`config.mk`:
```
export PLATFORM = sky130hd
export DESIGN_NAME = pc_fetch_unit_flat
export DESIGN_NICKNAME = d
export VERILOG_FILES = /design/src/rtl/pc_fetch_unit_if.sv /design/src/rtl/pc_fetch_unit.sv /design/src/flat_wrapper.sv
export SDC_FILE = /design/constraint.sdc
export NUM_CORES = 1
export LEC_CHECK = 0
export ABC_AREA = 0
export ABC_CLOCK_PERIOD_IN_PS = 2500
export CORE_ASPECT_RATIO = 0.9
export CORE_UTILIZATION = 25
export CTS_BUF_LIST = sky130_fd_sc_hd__clkbuf_16
export CTS_CLUSTER_DIAMETER = 200
export DETAILED_ROUTE_END_ITERATION = 12
export GPL_TIMING_DRIVEN = 0
export PLACE_DENSITY = 0.65
export REMOVE_ABC_BUFFERS = 1
export SYNTH_ARGS = -nofsm -noshare
export SYNTH_HDL_FRONTEND = slang
export SYNTH_SLANG_ARGS = --single-unit
```
`constraint.sdc`:
```
create_clock -name clk -period 2.5 [get_ports clk]
set_input_delay 0.5 -clock clk [delete_from_list [all_inputs] [get_ports clk]]
set_output_delay 0.5 -clock clk [all_outputs]
set_load 0.02 [all_outputs]
```
`src/rtl/pc_fetch_unit_if.sv`:
```
// Fetch-stage bus: control/redirect inputs from the pipeline, PC and IF/ID outputs back.
// The fetch unit connects through the slave modport; the pipeline/environment through master.
interface pc_fetch_unit_if #(
  parameter int N_BITS = 32
);
  logic              stall_i;
  logic              branch_taken_i;
  logic [N_BITS-1:0] branch_target_i;
  logic              jump_i;
  logic [N_BITS-1:0] jump_target_i;
  logic [N_BITS-1:0] pc_plus_step_i;
  logic [N_BITS-1:0] pc_o;
  logic [N_BITS-1:0] step_o;
  logic [N_BITS-1:0] if_pc_plus_step_o;
  logic              if_valid_o;
  logic              redirect_o;
  logic              misalign_o;

  modport master (
    output stall_i, branch_taken_i, branch_target_i,
    output jump_i, jump_target_i, pc_plus_step_i,
    input  pc_o, step_o, if_pc_plus_step_o, if_valid_o, redirect_o, misalign_o
  );

  modport slave (
    input  stall_i, branch_taken_i, branch_target_i,
    input  jump_i, jump_target_i, pc_plus_step_i,
    output pc_o, step_o, if_pc_plus_step_o, if_valid_o, redirect_o, misalign_o
  );
endinterface

```
`src/rtl/pc_fetch_unit.sv`:
```
// Program-counter stage of the MIPS fetch path.
// Holds the PC, feeds the external PC+step adder (pc_o -> data_0_i, step_o -> data_1_i),
// selects the next PC (jump > branch > stall > sequential) and registers the IF/ID PC+step.
// Optional feature macro: PC_MISALIGN_CHECK_EN (misaligned redirect targets trap to EXC_VECTOR;
// when undefined, target bits [1:0] are cleared and misalign_o is tied 0).
module pc_fetch_unit #(
  parameter int                N_BITS   = 32,
  parameter logic [N_BITS-1:0] RESET_PC = 32'h0040_0000,
  parameter int unsigned       PC_STEP  = 4
`ifdef PC_MISALIGN_CHECK_EN
  , parameter logic [N_BITS-1:0] EXC_VECTOR = 32'h8000_0180
`endif
) (
  input  logic           clk,
  input  logic           reset,
  pc_fetch_unit_if.slave bus
);

  typedef enum logic {
    ST_BOOT = 1'b0,
    ST_RUN  = 1'b1
  } state_t;

  state_t            r_state;
  state_t            w_state_next;

  logic [N_BITS-1:0] r_pc;
  logic [N_BITS-1:0] r_if_pc;
  logic              r_if_valid;
  logic              r_redirect;

  logic [N_BITS-1:0] w_pc_next;
  logic [N_BITS-1:0] w_if_pc_next;
  logic              w_if_valid_next;
  logic              w_redirect_next;
  logic              w_misalign_next;

  logic              w_redirect_req;
  logic [N_BITS-1:0] w_target_sel;
  logic              w_target_misaligned;

  // Redirect request and target selection; jump outranks branch.
  assign w_redirect_req      = bus.jump_i | bus.branch_taken_i;
  assign w_target_sel        = bus.jump_i ? bus.jump_target_i : bus.branch_target_i;
  assign w_target_misaligned = (w_target_sel[1:0] != 2'b00);

  // State register; reset forces BOOT regardless of any other input.
  always_ff @(posedge clk) begin
    if (reset) begin
      r_state <= ST_BOOT;
    end else begin
      r_state <= w_state_next;
    end
  end

  // Next-state logic: BOOT is a single-cycle settle state, RUN is terminal.
  always_comb begin
    w_state_next = r_state;
    case (r_state)
      ST_BOOT: w_state_next = ST_RUN;
      ST_RUN:  w_state_next = ST_RUN;
      default: w_state_next = ST_BOOT;
    endcase
  end

  // Output/datapath next-value logic for PC, IF/ID slot and the redirect/misalign pulses.
  always_comb begin
    w_pc_next       = r_pc;
    w_if_pc_next    = r_if_pc;
    w_if_valid_next = r_if_valid;
    w_redirect_next = 1'b0;
    w_misalign_next = 1'b0;
    case (r_state)
      ST_BOOT: begin
        // Inputs are ignored while the PC settles at RESET_PC.
        w_if_valid_next = 1'b0;
      end
      ST_RUN: begin
        if (w_redirect_req) begin
          // Redirect discards the current fetch (even a stalled one) and inserts a bubble.
          w_if_valid_next = 1'b0;
          w_redirect_next = 1'b1;
`ifdef PC_MISALIGN_CHECK_EN
          if (w_target_misaligned) begin
            w_pc_next       = EXC_VECTOR;
            w_misalign_next = 1'b1;
          end else begin
            w_pc_next = w_target_sel;
          end
`else
          w_pc_next = w_target_sel & ~N_BITS'(3);
`endif
        end else if (bus.stall_i) begin
          w_pc_next       = r_pc;
          w_if_pc_next    = r_if_pc;
          w_if_valid_next = r_if_valid;
        end else begin
          // Sequential: wrap-around is whatever the external adder produces.
          w_pc_next       = bus.pc_plus_step_i;
          w_if_pc_next    = bus.pc_plus_step_i;
          w_if_valid_next = 1'b1;
        end
      end
      default: begin
        w_pc_next       = RESET_PC;
        w_if_valid_next = 1'b0;
      end
    endcase
  end

  // PC and IF/ID pipeline registers.
  always_ff @(posedge clk) begin
    if (reset) begin
      r_pc       <= RESET_PC;
      r_if_pc    <= '0;
      r_if_valid <= 1'b0;
      r_redirect <= 1'b0;
    end else begin
      r_pc       <= w_pc_next;
      r_if_pc    <= w_if_pc_next;
      r_if_valid <= w_if_valid_next;
      r_redirect <= w_redirect_next;
    end
  end

`ifdef PC_MISALIGN_CHECK_EN
  logic r_misalign;

  // Misaligned-target pulse register.
  always_ff @(posedge clk) begin
    if (reset) begin
      r_misalign <= 1'b0;
    end else begin
      r_misalign <= w_misalign_next;
    end
  end

  assign bus.misalign_o = r_misalign;
`else
  logic w_misalign_unused;
  assign w_misalign_unused = w_misalign_next | w_target_misaligned;
  assign bus.misalign_o    = 1'b0;
`endif

  assign bus.pc_o              = r_pc;
  assign bus.step_o            = N_BITS'(PC_STEP);
  assign bus.if_pc_plus_step_o = r_if_pc;
  assign bus.if_valid_o        = r_if_valid;
  assign bus.redirect_o        = r_redirect;

endmodule

```
`src/flat_wrapper.sv`:
```
// flat-port wrapper written by rule: the top's interface ports become plain ports
module pc_fetch_unit_flat 
#(
  parameter int                N_BITS   = 32,
  parameter logic [N_BITS-1:0] RESET_PC = 32'h0040_0000,
  parameter int unsigned       PC_STEP  = 4

)
  (clk, reset, bus_stall_i, bus_branch_taken_i, bus_branch_target_i, bus_jump_i, bus_jump_target_i, bus_pc_plus_step_i, bus_pc_o, bus_step_o, bus_if_pc_plus_step_o, bus_if_valid_o, bus_redirect_o, bus_misalign_o);
  pc_fetch_unit_if #(.N_BITS(N_BITS)) bus_i ();
  input  logic clk;
  input  logic reset;
  input wire logic [$bits(bus_i.stall_i)-1:0] bus_stall_i;
  input wire logic [$bits(bus_i.branch_taken_i)-1:0] bus_branch_taken_i;
  input wire logic [$bits(bus_i.branch_target_i)-1:0] bus_branch_target_i;
  input wire logic [$bits(bus_i.jump_i)-1:0] bus_jump_i;
  input wire logic [$bits(bus_i.jump_target_i)-1:0] bus_jump_target_i;
  input wire logic [$bits(bus_i.pc_plus_step_i)-1:0] bus_pc_plus_step_i;
  output wire logic [$bits(bus_i.pc_o)-1:0] bus_pc_o;
  output wire logic [$bits(bus_i.step_o)-1:0] bus_step_o;
  output wire logic [$bits(bus_i.if_pc_plus_step_o)-1:0] bus_if_pc_plus_step_o;
  output wire logic [$bits(bus_i.if_valid_o)-1:0] bus_if_valid_o;
  output wire logic [$bits(bus_i.redirect_o)-1:0] bus_redirect_o;
  output wire logic [$bits(bus_i.misalign_o)-1:0] bus_misalign_o;
  assign bus_i.stall_i = bus_stall_i;
  assign bus_i.branch_taken_i = bus_branch_taken_i;
  assign bus_i.branch_target_i = bus_branch_target_i;
  assign bus_i.jump_i = bus_jump_i;
  assign bus_i.jump_target_i = bus_jump_target_i;
  assign bus_i.pc_plus_step_i = bus_pc_plus_step_i;
  assign bus_pc_o = bus_i.pc_o;
  assign bus_step_o = bus_i.step_o;
  assign bus_if_pc_plus_step_o = bus_i.if_pc_plus_step_o;
  assign bus_if_valid_o = bus_i.if_valid_o;
  assign bus_redirect_o = bus_i.redirect_o;
  assign bus_misalign_o = bus_i.misalign_o;
  pc_fetch_unit #(.N_BITS(N_BITS), .RESET_PC(RESET_PC), .PC_STEP(PC_STEP)) u_core (.clk(clk), .reset(reset), .bus(bus_i));
endmodule
```
==> flow_metrics.env <==
export IMPL_cp_arrival_ns=2.56
export IMPL_fill_cells=1186
export IMPL_cts_sinks=67
export IMPL_rr_worst_depth=3
export IMPL_whs_path_depth=2
export IMPL_cpMaxStageDelayCell="a21oi_4"
export IMPL_dr_first_iter_drc_count=106
export IMPL_setup_violations=0
export IMPL_drc=0
export IMPL_cap_viol_max_count=0
export IMPL_grt_pass1_wl_microns=13780
export IMPL_initial_core_util=0.2571
export IMPL_numCtsBuffers=9
export IMPL_slowest_delay_ns=0.76
export IMPL_crit_chain="clkdlybuf4s50_1 -> or3b_4 -> a21oi_4 -> a22o_1"
export IMPL_layout_nets=612
export IMPL_grt_max_degree=38
export IMPL_vias=2943
export IMPL_p_per_area_nw_per_um2=555.6
export IMPL_die_w_microns=119.5
export IMPL_boundaryPins=200
export IMPL_fin_util=0.4110
export IMPL_grt_usage=0.1365
export IMPL_p_comb_frac=0.197
export IMPL_critical_path_class="in -> reg"
export IMPL_area_growth_syn_to_layout_pct=59.83
export IMPL_yosys_top_cells_count="94 x nand2_1, 67 x dfxtp_1, 34 x a21oi_1, 33 x buf_4, 32 x o21ai_0"
export IMPL_gr_total_overflow=0
export IMPL_rrSetupSlack_ns=0.61
export IMPL_power_switching_uw=712.6
export IMPL_finalCriticalPeriod_ns=2.303
export IMPL_cts_root_buffer="clkbuf_16"
export IMPL_antenna_found_initial=0
export IMPL_required_ns=2.76
export IMPL_r2r_start="u_core.r_state$_DFF_P_"
export IMPL_netlist_top_cells_area="dfxtp_1 43%, nand2_1 11%, mux2i_1 9.7%"
export IMPL_endpoint_kind="flop"
export IMPL_r2r_end="u_core.bus.if_pc_plus_step_o[5]$_SDFFE_PP0P_"
export IMPL_critical_path_buf_inv_count=1
export IMPL_synth_cell_types=22
export IMPL_drive_above_1_share=0.05049
export IMPL_synth_top_area_frac=0.4319
export IMPL_seqPwrFrac=0.414
export IMPL_drv_slew=0
export IMPL_vias_per_cell=4.360
export IMPL_rows=38
export IMPL_worst_slew_pin_slew_ns=0.9385
export IMPL_holdCritPathClass="reg -> reg"
export IMPL_p_sw_frac=0.2584
export IMPL_core_area_sq_um=12080
export IMPL_grt_pass1_vias=2775
export IMPL_ys_ff_latch=67
export IMPL_drt_pass1_iter_count=4
export IMPL_critical_path_max_fanout=29
export IMPL_status="finished, final reports clean"
export IMPL_antenna_left=0
export IMPL_die_area_sq_um=12870
export IMPL_finalWirelength_microns=8984
export IMPL_synth_main_ff_cell="dfxtp_1"
export IMPL_ir_drop_mv=0.2537
export IMPL_maxSlewHeadroom=0.3717
export IMPL_placed_cells=660
export IMPL_rsz0062_at_grt="false"
export IMPL_min_from="u_core.bus.if_pc_plus_step_o[30]$_SDFFE_PP0P_"
export IMPL_path_delay_family="compound AO/OA/AOI/OAI gates"
export IMPL_post_drt_wl_per_cell_microns=13.31
export IMPL_finalHoldViolCount=0
export IMPL_p_leak_nw=1.940
export IMPL_clkPwrFrac=0.390
export IMPL_portBuffers=162
export IMPL_instances_no_fill=675
export IMPL_cts_max_level=3
export IMPL_syn_area_sq_um=3105
export IMPL_die_y_microns=107.7
export IMPL_yosys_cell_count_top_type="nand2_1"
export IMPL_startpoint_type="primary input"
export IMPL_syn_mean_instance_area_sq_um=8.532
export IMPL_synth_edff_count=0
export IMPL_ys_seq_area_frac=0.4319
export IMPL_gp_congestion=0.6802
export IMPL_crit_cells=4
export IMPL_diodes=0
export IMPL_yosysWarnings=0
export IMPL_synthCells=364
export IMPL_clkLatencyLatePin_ns=0.32
export IMPL_min_period_over_period=0.9214
export IMPL_synth_async_reset_ratio=0
export IMPL_internal_power_mw=2.045
export IMPL_cts_tree="built"
export IMPL_fin_worst_skew_ns=0.005046
export IMPL_total_power_mw=2.758
export IMPL_detailed_place_hpwl_microns=6498
export IMPL_yosys_area_top_type="dfxtp_1"
export IMPL_fmax_mhz=434.1
export IMPL_path_clk_slew_ns=0.05
export IMPL_worstHoldEndpoint="u_core.bus.if_pc_plus_step_o[30]$_SDFFE_PP0P_"
export IMPL_cts_buffer_depth=2
per-layer routing:
metal,up-vias,part of all wire,wire length [microns],global-route usage
met1,1336,0.44,3980,0.1623
met2,131,0.46,4145,0.2300
met4,0,0.0076,68,0.03750
met5,-,0,0,0
met3,8,0.088,790,0.05032
li1,1468,-,-,-
sequential cells by signal, indices dropped and copies added (netlist names):
register,flops
u_core.bus.if_pc_plus_step_o,32
u_core.bus.pc_o,32
u_core.bus.if_valid_o,1
u_core.bus.redirect_o,1
u_core.r_state,1
kinds of logic after synthesis:
kind of cell | after synthesis | share of synthesized area
AO/OA/AOI/OAI | 98 | 0.1962
buffers and inverters | 64 | 0.1342
flip-flops | 67 | 0.4319
multiplexers | 31 | 0.1003
other | 2 | 0.002418
AND/OR/NAND/NOR | 102 | 0.1350
power by group through the flow:
| stage | logic, mW | registers, mW | clock network [mW] |
|---|---|---|---|
| 6_report | 0.542 | 1.14 | 1.07 |
| 5_1_grt | 0.583 | 1.15 | 1.17 |
| 4_1_cts | 0.546 | 1.14 | 1.12 |
| 3_5_place_dp | 0.544 | 1.16 | 0 |
| 3_3_place_gp | 0.532 | 1.16 | 0 |
| 2_1_floorplan | 0.161 | 1.22 | 0 |
cells in the final DEF (no fill, tap or decap), types with 2 or more instances in the layout:
cell type        count
clkdlybuf4s50_1    159
a22o_1              29
a21oi_1             34
clkbuf_16            9
mux2i_1             30
nor2_1               2
dfxtp_1             67
buf_2                3
conb_1              33
inv_1                5
o21ai_0             32
buf_12               2
buf_8                2
clkinv_2             3
nand2_1             94
tightest hold or removal path, delay by kind of cell (launching register included):
kind | cells | cell delay (ns)
AOI/OAI and AO/OA | 1 | 0.05
DFF | 1 | 0.30
and+or+nand+nor | 1 | 0.05
cell type report:
class,instances,area (sq um),area share
clock buffers,9,225.2,0.04537
clock inverters,6,26.28,0.005294
inverters,3,11.26,0.002269
multi-input cells,264,1483,0.2987
flip-flops and latches,67,1341,0.2702
well taps,160,200.2,0.04033
repair buffers,166,1677,0.3378
per-stage QoR:
| stage | instance area (sq um) | hold WS, ns | setup slack (ns) | setup TNS [ns] |
|---|---|---|---|---|
| 2_1_floorplan | 2816 | 0.5188 | 0.1896 | 0 |
| 3_3_place_gp | 4638 | 0.4420 | -2.974 | -163.69 |
| 3_5_place_dp | 4712 | 0.4464 | -0.1634 | -8.079 |
| 4_1_cts | 4964 | 0.4534 | 0.1746 | 0 |
| 5_1_grt | 4964 | 0.4714 | 0.09246 | 0 |
| 6_report | 4964 | 0.4543 | 0.1966 | 0 |
repair_timing:
| item | 4_1_cts | 5_1_grt |
|---|---|---|
| hold buffers | 0 | 0 |
| setup endpoints to repair | 0 | 3 |
| buffers inserted | 0 | 0 |
| gates resized for setup | 0 | 1 |
worst max-delay path by stage:
stage,from,to
global placement,bus_branch_taken_i,u_core.bus.if_pc_plus_step_o[1]$_SDFFE_PP0P_
global route,bus_stall_i,u_core.bus.pc_o[18]$_SDFFE_PP0P_
CTS,bus_branch_taken_i,u_core.bus.if_pc_plus_step_o[13]$_SDFFE_PP0P_
finish,bus_stall_i,u_core.bus.pc_o[18]$_SDFFE_PP0P_
detailed placement,bus_branch_taken_i,u_core.bus.if_pc_plus_step_o[13]$_SDFFE_PP0P_
floorplan,bus_stall_i,u_core.bus.if_pc_plus_step_o[0]$_SDFFE_PP0P_
No activity file was read; power rests on OpenSTA's default activity.
==> RTL edit 1, RTL diff (same settings) <==
Add a define of `PC_MISALIGN_CHECK_EN`.
--- a/src/rtl/pc_fetch_unit.sv
+++ b/src/rtl/pc_fetch_unit.sv
@@ -3,6 +3,8 @@
 // selects the next PC (jump > branch > stall > sequential) and registers the IF/ID PC+step.
 // Optional feature macro: PC_MISALIGN_CHECK_EN (misaligned redirect targets trap to EXC_VECTOR;
 // when undefined, target bits [1:0] are cleared and misalign_o is tied 0).
+`define PC_MISALIGN_CHECK_EN
+
 module pc_fetch_unit #(
   parameter int                N_BITS   = 32,
   parameter logic [N_BITS-1:0] RESET_PC = 32'h0040_0000,
Formal check against the unedited RTL: not equivalent (Yosys sat finds a counterexample within 4 cycles, from zero or initial values and one cycle with reset high).
==> RTL edit 1 against the unedited design <==
Register-to-register slack lost 260 ps. Area after synthesis increased by 14%. Setup slack lost 44 ps. Cell area up 8.9%. Total power grew 3.5%. Routed wire length grew 33%. Sequential cell count grew 1. Cell count up 15%. Non-clock buffer count is 5 higher. Clock skew fell by 0.79 ps.
==> RTL edit 1: results <==
<?xml version="1.0" encoding="UTF-8"?>
<metrics>
  <group name="place">
    <metric name="place.detailed.hpwl" unit="mm">8.11</metric>
    <metric name="place_congestion" unit="">0.734</metric>
    <metric name="io_buffers" unit="">167</metric>
  </group>
  <group name="synth">
    <metric name="yosys-mux-area-fraction" unit="">0</metric>
    <metric name="synth_seq_area_share" unit="">0.383</metric>
    <metric name="synth.top_cells.by_area" unit="">dfxtp_1 (38%), nand2_1 (9.6%), buf_4 (6.8%), a22oi_1 (5.7%), nand3b_1 (5.7%)</metric>
    <metric name="yosys.cell_types.count" unit="">33</metric>
  </group>
  <group name="global_routing">
    <metric name="grt_first_pass_wirelength" unit="mm">18.7</metric>
    <metric name="grt_max_degree" unit="">39</metric>
    <metric name="grt_util_met2" unit="">0.275</metric>
    <metric name="grt_pass1_vias" unit="">3651</metric>
  </group>
  <group name="routing">
    <metric name="drt-initial-drc-count" unit="">189</metric>
    <metric name="vias_per_cell" unit="">4.66</metric>
    <metric name="routed_wl" unit="mm">11.9</metric>
    <metric name="wl_met2" unit="mm">5.55</metric>
    <metric name="route.layer.met1.wl" unit="mm">5.36</metric>
  </group>
  <group name="critical_path">
    <metric name="critPathCapture" unit="">u_core.bus.pc_o[4]</metric>
    <metric name="critical_path.max_stage_delay" unit="ps">790</metric>
    <metric name="cp_max_fo" unit="">35</metric>
    <metric name="slowest_stage" unit="">or2_1</metric>
  </group>
  <group name="floorplanning">
    <metric name="placementRows" unit="">40</metric>
  </group>
  <group name="sta">
    <metric name="worst_slew_margin_rel" unit="">0.336</metric>
    <metric name="final.setup_skew" unit="ps">4.25</metric>
  </group>
  <group name="clock_tree">
    <metric name="cts.repair_timing.setup_buffer_count" unit="">2</metric>
  </group>
  <group name="run_status">
    <metric name="status" unit="">complete, no violations</metric>
  </group>
  <group name="finish">
    <metric name="final_layout_size_suffix_gt1_frac" unit="">0.0599</metric>
    <metric name="layout.nets" unit="">680</metric>
  </group>
</metrics>
## RTL edit 1: worst min-delay path by stage
stage	start	end	slack (ps)	depth (start not counted)
2_1_floorplan	u_core.bus.if_pc_plus_step_o[0]	u_core.bus.if_pc_plus_step_o[0]	530	2
3_3_place_gp	u_core.bus.if_pc_plus_step_o[28]	u_core.bus.if_pc_plus_step_o[28]	440	2
3_5_place_dp	u_core.bus.if_pc_plus_step_o[5]	u_core.bus.if_pc_plus_step_o[5]	450	2
4_1_cts	u_core.bus.if_pc_plus_step_o[5]	u_core.bus.if_pc_plus_step_o[5]	450	2
5_1_grt	u_core.bus.if_pc_plus_step_o[28]	u_core.bus.if_pc_plus_step_o[28]	470	2
6_report	u_core.bus.if_pc_plus_step_o[28]	u_core.bus.if_pc_plus_step_o[28]	450	2
## RTL edit 1: cell type report
class / instances / area (µm²)
Multi-Input combinational cell: 324 / 1820
Clock buffer: 9 / 225
Fill cell: 1385 / 8210
Sequential cell: 68 / 1360
Clock inverter: 7 / 27.5
Timing Repair Buffer: 171 / 1710
Inverter: 5 / 18.8
Tap cell: 189 / 236
## RTL edit 1: tightest hold or removal path: stages, from the launching register on
cell and delay, ps:
dfxtp_1 300, nand2_1 50, a21oi_1 50
## RTL edit 1: where the power goes
part | switching, mW | internal, mW
registers | 0.0332 | 1.13
clock network | 0.439 | 0.647
logic | 0.300 | 0.299
total | 0.773 | 2.08
## RTL edit 1: metrics by stage
stage          setup WS (ps)  hold WS (ps)  area, µm²  instances  power (mW)
5_1_grt                 34.0           469       5410        773        3.01
6_report                 153           452       5410        773        2.85
2_1_floorplan           44.8           528       3190        397        1.43
3_5_place_dp           -1190           447       5130        755        1.79
4_1_cts                 14.2           454       5410        773        2.91
3_3_place_gp           -2890           443       5100        753        1.78
==> RTL edit 2, RTL diff (same settings) <==
Made on the original files. `N_BITS` is set to 32 in 3 places; all go to 36.
--- a/src/rtl/pc_fetch_unit_if.sv
+++ b/src/rtl/pc_fetch_unit_if.sv
@@ -1,7 +1,7 @@
 // Fetch-stage bus: control/redirect inputs from the pipeline, PC and IF/ID outputs back.
 // The fetch unit connects through the slave modport; the pipeline/environment through master.
 interface pc_fetch_unit_if #(
-  parameter int N_BITS = 32
+  parameter int N_BITS = 36
 );
   logic              stall_i;
   logic              branch_taken_i;
--- a/src/rtl/pc_fetch_unit.sv
+++ b/src/rtl/pc_fetch_unit.sv
@@ -4,7 +4,7 @@
 // Optional feature macro: PC_MISALIGN_CHECK_EN (misaligned redirect targets trap to EXC_VECTOR;
 // when undefined, target bits [1:0] are cleared and misalign_o is tied 0).
 module pc_fetch_unit #(
-  parameter int                N_BITS   = 32,
+  parameter int                N_BITS   = 36,
   parameter logic [N_BITS-1:0] RESET_PC = 32'h0040_0000,
   parameter int unsigned       PC_STEP  = 4
 `ifdef PC_MISALIGN_CHECK_EN
--- a/src/flat_wrapper.sv
+++ b/src/flat_wrapper.sv
@@ -1,7 +1,7 @@
 // flat-port wrapper written by rule: the top's interface ports become plain ports
 module pc_fetch_unit_flat 
 #(
-  parameter int                N_BITS   = 32,
+  parameter int                N_BITS   = 36,
   parameter logic [N_BITS-1:0] RESET_PC = 32'h0040_0000,
   parameter int unsigned       PC_STEP  = 4
 
Interface: changed (6 resized); port bits go from 200 to 224. No check against the original RTL was run, so the function may have changed too.
==> RTL edit 2 against the unedited design <==
Critical path depth stayed put. Sequential cell count up 8. First-iteration DRC count is 19% lower. Register-to-register slack got worse by 60 ps. Area after synthesis up 12%. Total power rose by 17%. Cell area rose by 12%. Setup slack got worse by 52 ps. Routed wire length is 14% higher. Largest power group is now the clock network.
==> RTL edit 2: results <==
<?xml version="1.0" encoding="UTF-8"?>
<metrics>
  <group name="pwr">
    <metric name="max_vdd_drop" unit="mV">0.362</metric>
    <metric name="leakage" unit="nW">2.17</metric>
    <metric name="comb_power_share" unit="">0.187</metric>
    <metric name="power_density" unit="mW/mm²">582</metric>
    <metric name="pwr.group.clock" unit="mW">1.36</metric>
    <metric name="pwr.group.combinational" unit="µW">607</metric>
  </group>
  <group name="place">
    <metric name="place_congestion" unit="">0.727</metric>
    <metric name="io_buffers" unit="">182</metric>
    <metric name="placed_cell_area" unit="mm²">0.00526</metric>
    <metric name="pre_cts_ws" unit="ps">-390</metric>
  </group>
  <group name="critical_path">
    <metric name="cp.arrival" unit="ps">2630</metric>
    <metric name="cp_max_fo" unit="">33</metric>
    <metric name="rr_endpoint" unit="">u_core.bus.if_pc_plus_step_o[21]</metric>
    <metric name="critPathCapture" unit="">u_core.bus.pc_o[5]</metric>
  </group>
  <group name="synth">
    <metric name="synth.top_cells.by_area" unit="">dfxtp_1 (43%), nand2_1 (11%), mux2i_1 (9.8%), buf_4 (8.6%), a22o_1 (8.3%)</metric>
    <metric name="synth_seq_area_share" unit="">0.430</metric>
  </group>
  <group name="finish">
    <metric name="flip_flop_and_latch_area" unit="mm²">0.00150</metric>
    <metric name="layout.buffer.nonclock.area_share" unit="">0.337</metric>
    <metric name="flow.area_growth_from_synthesis" unit="%">59.5</metric>
    <metric name="final_standard_cell_count_with_taps_included_and_fillers_excluded" unit="">744</metric>
    <metric name="layout.nets" unit="">684</metric>
    <metric name="clock_tree_area_fraction" unit="">0.0555</metric>
  </group>
  <group name="sta">
    <metric name="final.setup_skew" unit="ps">4.71</metric>
    <metric name="post-route-period-util" unit="">0.942</metric>
    <metric name="worst_slew_margin_rel" unit="">0.300</metric>
  </group>
  <group name="run_status">
    <metric name="status" unit="">complete, no violations</metric>
  </group>
  <group name="global_routing">
    <metric name="grt_max_degree" unit="">42</metric>
  </group>
</metrics>
## RTL edit 2: cell types whose count changed in the layout (fill, tap and decap cells not counted), sizes merged, moves of 2 or more
cell / before / now
clkdlybuf4s50: 159 / 179
nand2: 94 / 106
dfxtp: 67 / 75
a21oi: 35 / 39
a22o: 29 / 33
conb: 33 / 37
mux2i: 30 / 34
o21ai: 32 / 36
bufinv: 0 / 2
## RTL edit 2: per-stage QoR
step,utilization,setup TNS (ps)
floorplan,-,0
global placement,0.386,-183390
detailed placement,0.391,-17990
CTS,0.413,0
global route,0.413,0
finish,0.413,0
## RTL edit 2: cells by family (layout without fill, tap and decap cells)
family,after synthesis,count (layout),synth area share
other,2,37,0.00215
buffers and inverters,69,205,0.134
flip-flops,75,75,0.430
AO/OA/AOI/OAI,110,110,0.198
multiplexers,35,35,0.101
AND/OR/NAND/NOR,114,114,0.134
## RTL edit 2: worst max-delay path, cell delays in order
cell	delay, ps
clkdlybuf4s50_1	580
or3b_4	430
a21oi_4	830
a22o_1	270
